[config.mk]
export PLATFORM = sky130hd
export DESIGN_NAME = conv_unit_sequencer
export DESIGN_NICKNAME = d
export VERILOG_FILES = /design/src/rtl/conv_unit_sequencer.sv
export SDC_FILE = /design/constraint.sdc
export NUM_CORES = 1
export LEC_CHECK = 0
export BUFFER_PORTS_ARGS = -buffer_cell sky130_fd_sc_hd__buf_2
export CAP_MARGIN = 0
export CORE_MARGIN = 2
export CORE_UTILIZATION = 32
export DETAILED_ROUTE_END_ITERATION = 7
export SLEW_MARGIN = 20
export SYNTH_ARGS = -nofsm -noshare
export SYNTH_HDL_FRONTEND = slang
export SYNTH_SLANG_ARGS = --single-unit
[constraint.sdc]
create_clock -name aclk -period 3.8 [get_ports aclk]
set_input_delay 0.38 -clock aclk [delete_from_list [all_inputs] [get_ports aclk]]
set_output_delay 0.38 -clock aclk [all_outputs]
set_load 0.1 [all_outputs]
[src/rtl/conv_unit_sequencer.sv]
// Sequences bias and MAC beats from separate pixel/weight streams into a
// single registered output slot feeding the convolution unit.
module conv_unit_sequencer #(
  parameter int unsigned DATA_WIDTH   = 16,
  parameter int unsigned KERNEL_W_MAX = 3,
  parameter int unsigned TUSER_WIDTH  = 4,
  parameter int unsigned COUNT_WIDTH  = 16,
  parameter logic [DATA_WIDTH-1:0] ONE_VALUE = DATA_WIDTH'(16'h3C00)
) (
  input  logic                                 aclk,
  input  logic                                 areset,
  input  logic                                 cfg_valid,
  output logic                                 cfg_ready,
  input  logic [COUNT_WIDTH-1:0]               cfg_beats,
  input  logic [COUNT_WIDTH-1:0]               cfg_blocks,
  input  logic [2:0]                           cfg_user,
  input  logic                                 s_pix_valid,
  output logic                                 s_pix_ready,
  input  logic [DATA_WIDTH-1:0]                s_pix_data,
  input  logic                                 s_wt_valid,
  output logic                                 s_wt_ready,
  input  logic [KERNEL_W_MAX*DATA_WIDTH-1:0]   s_wt_data,
  output logic                                 m_valid,
  input  logic                                 m_ready,
  output logic [DATA_WIDTH-1:0]                m_data_pixels,
  output logic [KERNEL_W_MAX*DATA_WIDTH-1:0]   m_data_weights,
  output logic                                 m_last,
  output logic [TUSER_WIDTH-1:0]               m_user,
  output logic                                 done
);

  localparam int unsigned WT_W = KERNEL_W_MAX * DATA_WIDTH;

  typedef enum logic [1:0] {
    ST_IDLE  = 2'd0,
    ST_BIAS  = 2'd1,
    ST_MAC   = 2'd2,
    ST_FLUSH = 2'd3
  } state_t;

  state_t                 r_state;
  state_t                 w_state_nxt;
  logic [COUNT_WIDTH-1:0] r_beats;
  logic [COUNT_WIDTH-1:0] r_blocks;
  logic [2:0]             r_user;
  logic [COUNT_WIDTH-1:0] r_beat_cnt;
  logic [COUNT_WIDTH-1:0] r_blk_cnt;
  logic                   r_cfg_ready;
  logic                   r_done;
  logic                   r_m_valid;
  logic [DATA_WIDTH-1:0]  r_m_pix;
  logic [WT_W-1:0]        r_m_wt;
  logic                   r_m_last;
  logic [TUSER_WIDTH-1:0] r_m_user;

  logic                   w_slot_free;
  logic                   w_last_beat;
  logic                   w_last_blk;
  logic                   w_join;
  logic                   w_cfg_take;
  logic                   w_bias_xfer;
  logic                   w_mac_xfer;
  logic                   w_done_nxt;
  logic                   w_pix_rdy;
  logic                   w_wt_rdy;
  logic [TUSER_WIDTH-1:0] w_user;

  assign w_slot_free = !r_m_valid || m_ready;
  assign w_last_beat = (r_beat_cnt == (r_beats - COUNT_WIDTH'(1)));
  assign w_last_blk  = (r_blk_cnt == (r_blocks - COUNT_WIDTH'(1)));
  assign w_join      = s_pix_valid && s_wt_valid && w_slot_free;
  assign w_user      = TUSER_WIDTH'({w_last_blk, r_user});

  // Next-state and handshake decode
  always_comb begin
    w_state_nxt = r_state;
    w_cfg_take  = 1'b0;
    w_bias_xfer = 1'b0;
    w_mac_xfer  = 1'b0;
    w_done_nxt  = 1'b0;
    w_pix_rdy   = 1'b0;
    w_wt_rdy    = 1'b0;
    case (r_state)
      ST_IDLE: begin
        if (cfg_valid) begin
          w_cfg_take  = 1'b1;
          w_state_nxt = ST_BIAS;
        end
      end
      ST_BIAS: begin
        w_wt_rdy = w_slot_free;
        if (s_wt_valid && w_slot_free) begin
          w_bias_xfer = 1'b1;
          w_state_nxt = ST_MAC;
        end
      end
      ST_MAC: begin
        w_pix_rdy = w_join;
        w_wt_rdy  = w_join;
        if (w_join) begin
          w_mac_xfer = 1'b1;
          if (w_last_beat) begin
            w_state_nxt = w_last_blk ? ST_FLUSH : ST_BIAS;
          end
        end
      end
      ST_FLUSH: begin
        if (w_slot_free) begin
          w_done_nxt  = 1'b1;
          w_state_nxt = ST_IDLE;
        end
      end
      default: w_state_nxt = ST_IDLE;
    endcase
  end

  // State, job configuration and counters
  always_ff @(posedge aclk or posedge areset) begin
    if (areset) begin
      r_state     <= ST_IDLE;
      r_cfg_ready <= 1'b1;
      r_done      <= 1'b0;
      r_beats     <= '0;
      r_blocks    <= '0;
      r_user      <= '0;
      r_beat_cnt  <= '0;
      r_blk_cnt   <= '0;
    end else begin
      r_state     <= w_state_nxt;
      r_cfg_ready <= (w_state_nxt == ST_IDLE);
      r_done      <= w_done_nxt;
      if (w_cfg_take) begin
        // Zero-length fields would never terminate, so they run as length one
        r_beats    <= (cfg_beats == '0) ? COUNT_WIDTH'(1) : cfg_beats;
        r_blocks   <= (cfg_blocks == '0) ? COUNT_WIDTH'(1) : cfg_blocks;
        r_user     <= cfg_user;
        r_beat_cnt <= '0;
        r_blk_cnt  <= '0;
      end
      if (w_bias_xfer) begin
        r_beat_cnt <= '0;
      end
      if (w_mac_xfer) begin
        if (w_last_beat) begin
          r_beat_cnt <= '0;
          if (!w_last_blk) begin
            r_blk_cnt <= r_blk_cnt + COUNT_WIDTH'(1);
          end
        end else begin
          r_beat_cnt <= r_beat_cnt + COUNT_WIDTH'(1);
        end
      end
    end
  end

  // Single output slot; contents frozen while stalled
  always_ff @(posedge aclk or posedge areset) begin
    if (areset) begin
      r_m_valid <= 1'b0;
      r_m_pix   <= '0;
      r_m_wt    <= '0;
      r_m_last  <= 1'b0;
      r_m_user  <= '0;
    end else if (w_bias_xfer || w_mac_xfer) begin
      r_m_valid <= 1'b1;
      r_m_pix   <= w_bias_xfer ? ONE_VALUE : s_pix_data;
      r_m_wt    <= s_wt_data;
      r_m_last  <= w_mac_xfer && w_last_beat;
      r_m_user  <= w_user;
    end else if (m_ready) begin
      r_m_valid <= 1'b0;
    end
  end

  assign cfg_ready      = r_cfg_ready;
  assign done           = r_done;
  assign s_pix_ready    = w_pix_rdy;
  assign s_wt_ready     = w_wt_rdy;
  assign m_valid        = r_m_valid;
  assign m_data_pixels  = r_m_pix;
  assign m_data_weights = r_m_wt;
  assign m_last         = r_m_last;
  assign m_user         = r_m_user;

endmodule
==> impl_metrics.sql <==
INSERT INTO impl_metrics (metric_group, metric, value, unit) VALUES
('yosys', 'synthTopCellsByCount', 'sky130_fd_sc_hd__nand2_1, sky130_fd_sc_hd__dfrtp_1, sky130_fd_sc_hd__inv_1', ''),
('power', 'combPwrFrac', '50.0', '%'),
('critical_path', 'critical_path_arrival', '3.75', 'ns'),
('drt', 'num_vias', '6556', ''),
('critical_path', 'crit_path_max_fanout', '14', ''),
('yosys', 'synthDominantCellAreaShare', '46.3', '%'),
('global_routing', 'number_of_global_route_vias_before_repair', '6181', ''),
('yosys', 'synth_cell_types', '70', ''),
('power', 'power_density', '890', 'mW/mm²'),
('yosys', 'post_synthesis_sequential_area_ratio', '46.6', '%'),
('sta', 'fmaxAchievable', '295', 'MHz'),
('sta', 'finalHoldViolations', '0', ''),
('critical_path', 'crit_path_start_kind', 'register', ''),
('yosys', 'yosys.cell_count.top_type', 'sky130_fd_sc_hd__nand2_1', ''),
('sta', 'timing.hold.ws', '0.137', 'ns'),
('sta', 'layout_skew', '0.0113', 'ns'),
('power', 'cellLeakagePower', '4.45', 'nW'),
('sta', 'tightestPinTransition', '0.937', 'ns'),
('power', 'internal-power', '3.98', 'mW'),
('drt', 'detail_route.iter0.violations', '449', ''),
('cts', 'cts_htree_levels', '4', ''),
('cts', 'post-cts-setup-buffer-count', '0', ''),
('cts', 'cts.sink_count', '141', ''),
('drt', 'detail_route.drc_violations', '0', ''),
('cells_and_area', 'finish.instance_area', '0.00948', 'mm²'),
('yosys', 'synth.net_count', '930', ''),
('die', 'rows', '56', ''),
('sta', 'tmin_final', '3.39', 'ns'),
('power', 'power.switching_fraction', '52.9', '%'),
('critical_path', 'ff2ff_setup_slack', '0.41', 'ns'),
('critical_path', 'worstPathRequired', '4.16', 'ns'),
('critical_path', 'worst_r2r_startpoint', 'r_beats[0]$_DFFE_PP0P_', ''),
('global_routing', 'grt_first_pass_wirelength', '32.9', 'mm'),
('cts', 'longest_clk_path_bufs', '2', ''),
('yosys', 'synth_async_sr_flop_share', '100', '%'),
('power', 'p_sw', '4.47', 'mW'),
('critical_path', 'worst-r2r-cell-count', '9', ''),
('cts', 'cts_root_buffer', 'sky130_fd_sc_hd__clkbuf_16', ''),
('placed_design', 'post_dp_cell_area', '0.00886', 'mm²'),
('critical_path', 'r2r-end', 'r_state[0]$_DFF_PP0_', ''),
('cells_and_area', 'final_net_count', '1102', ''),
('yosys', 'syn-instance-count', '816', ''),
('cts', 'clkLatencyLatePin', '0.43', 'ns'),
('power', 'vdd_ir_drop_max', '0.000634', 'V'),
('global_routing', 'grt_remaining_overflow', '0', ''),
('sta', 'final.setup.tns', '0', 'ns'),
('critical_path', 'timing.critical_path.to_type', 'register', ''),
('power', 'power.share.clock', '21.1', '%'),
('cells_and_area', 'areaGrowthSynthToFinish', '25.3', '%'),
('drt', 'detailed_route_wire_length_per_cell', '15.7', 'µm'),
('cts', 'tritoncts_clock_tree', 'yes', ''),
('placed_design', 'detailedPlacementHpwl', '14.7', 'mm'),
('yosys', 'cell_area_after_synthesis', '0.00757', 'mm²'),
('sta', 'finalSetupViolations', '0', ''),
('cts', 'clkTransAtPathRegs', '0.07', 'ns'),
('worst_hold_path', 'hold_path_class', 'input pin to asynchronous set/reset pin', ''),
('outcome', 'status', 'finished, final reports clean', ''),
('drt', 'pre_repair_dr_iteration_count', '5', ''),
('cells_and_area', 'n_antenna_cell', '0', ''),
('power', 'seq_power_share', '28.9', '%'),
('die', 'die_x', '158', 'µm'),
('drt', 'postRouteWirelength', '20.7', 'mm'),
('global_routing', 'groute.usage.overall', '16.7', '%'),
('cts', 'tritoncts.num_buffers', '17', ''),
('die', 'fp.coreArea', '0.0233', 'mm²'),
('global_routing', 'maximum_number_of_pins_on_one_net_before_global_route_repair', '56', ''),
('yosys', 'synthDominantAreaCellType', 'sky130_fd_sc_hd__dfrtp_1', ''),
('placed_design', 'placedCellCount', '1288', ''),
('placed_design', 'number_of_port_buffers', '178', ''),
('die', 'initial_core_util', '32.4', '%'),
('die', 'dieHeight', '158', 'µm');
[sequential cells by signal (all words and copies together), names as in the netlist, 2 cells and up]
name            count
m_data_weights     48
m_data_pixels      16
r_beat_cnt         16
r_beats            16
r_blk_cnt          16
r_blocks           16
m_user              4
r_user              3
r_state             2
[worst max path at each step]
stage                                      start                   end  slack, ns  cells past startpoint
after CTS                 r_beats[0]$_DFFE_PP0P_  r_state[0]$_DFF_PP0_       0.24                      9
after floorplan              m_valid$_DFFE_PP0P_            s_wt_ready       0.19                      6
after global routing      r_beats[0]$_DFFE_PP0P_  r_state[0]$_DFF_PP0_       0.23                      9
final                     r_beats[0]$_DFFE_PP0P_  r_state[0]$_DFF_PP0_       0.41                      9
after global placement    r_beats[0]$_DFFE_PP0P_  r_state[0]$_DFF_PP0_       0.32                      9
after detailed placement  r_beats[0]$_DFFE_PP0P_  r_state[0]$_DFF_PP0_       0.27                      9
[stage by stage]
| stage | utilization, % | setup WS (ns) |
|---|---|---|
| finish | 40.6 | 0.412 |
| global route | 40.6 | 0.228 |
| CTS | 40.6 | 0.240 |
| detailed placement | 38.0 | 0.270 |
| global placement | 38.0 | 0.316 |
| floorplan | - | 0.190 |
[kinds of logic (layout without fill, tap and decap cells)]
family                   after synthesis  in the layout  share of synthesized area, %
AND/OR/NAND/NOR                      388            388                          24.2
flip-flops                           141            141                          46.6
AO/OA/AOI/OAI                        128            128                          13.8
buffers and inverters                 77            262                          4.31
XOR/XNOR                              41             41                          4.93
multiplexers                          32             32                          4.64
adder cells (fa/ha/maj)                9              9                          1.49
[power groups by stage]
stage	Sequential [mW]	Combinational (mW)	Clock, mW
6_report	2.44	4.22	1.78
4_1_cts	2.44	4.24	1.84
3_5_place_dp	2.46	4.23	0
2_1_floorplan	4.38	1.47	0
5_1_grt	2.52	4.49	1.90
3_3_place_gp	2.44	4.20	0
[critical path, cell delays in order (launching register included)]
cell	delay [ns]
sky130_fd_sc_hd__dfrtp_1	0.42
sky130_fd_sc_hd__inv_1	0.10
sky130_fd_sc_hd__ha_1	0.24
sky130_fd_sc_hd__or3b_4	0.43
sky130_fd_sc_hd__nor3_2	0.15
sky130_fd_sc_hd__a31oi_1	0.08
sky130_fd_sc_hd__or4_4	0.59
sky130_fd_sc_hd__or4_1	0.82
sky130_fd_sc_hd__o311ai_2	0.34
sky130_fd_sc_hd__and2_1	0.16
[layout by cell type, fill, tap and decap left out, drive strengths merged, types with 3 or more instances in the layout]
cell type,synthesis,layout
nand2,222,222
buf,14,195
dfrtp,140,140
inv,35,41
nor2,30,30
nor4,29,29
a31oi,28,28
mux2,25,25
nor3,24,24
xor2,23,23
a21oi,22,22
nand3,21,21
clkbuf,28,19
xnor2,17,17
o21ai,14,14
o31ai,13,13
and3,12,12
o221ai,12,12
or3,11,11
and2,11,11
ha,9,9
or4,8,8
mux2i,7,7
nand2b,5,5
o211ai,4,4
clkinvlp,0,4
nand4,3,3
a311oi,3,3
a21o,3,3
o2bb2ai,3,3
bufinv,0,3
o311ai,3,3
[repair_timing]
action	in CTS	in global routing
gates resized for setup	0	1
hold buffers	0	0
endpoints found under the setup margin	0	1
[layer usage]
layer	track usage, %	up-vias	routed length, µm
met1	21.4	3184	9110
met2	28.5	154	10500
met3	3.75	22	775
met5	0	-	0
met4	4.20	0	284
li1	-	3196	-
[final cells by class]
cell class | instances | area [µm²]
clock inverter | 13 | 176
clock buffer | 19 | 443
inverter | 35 | 135
fill | 2334 | 13800
sequential | 141 | 3530
timing repair buffer | 195 | 1070
tap | 319 | 399
multi-input combinational | 598 | 3730
No activity file was read; power rests on OpenSTA's default activity.
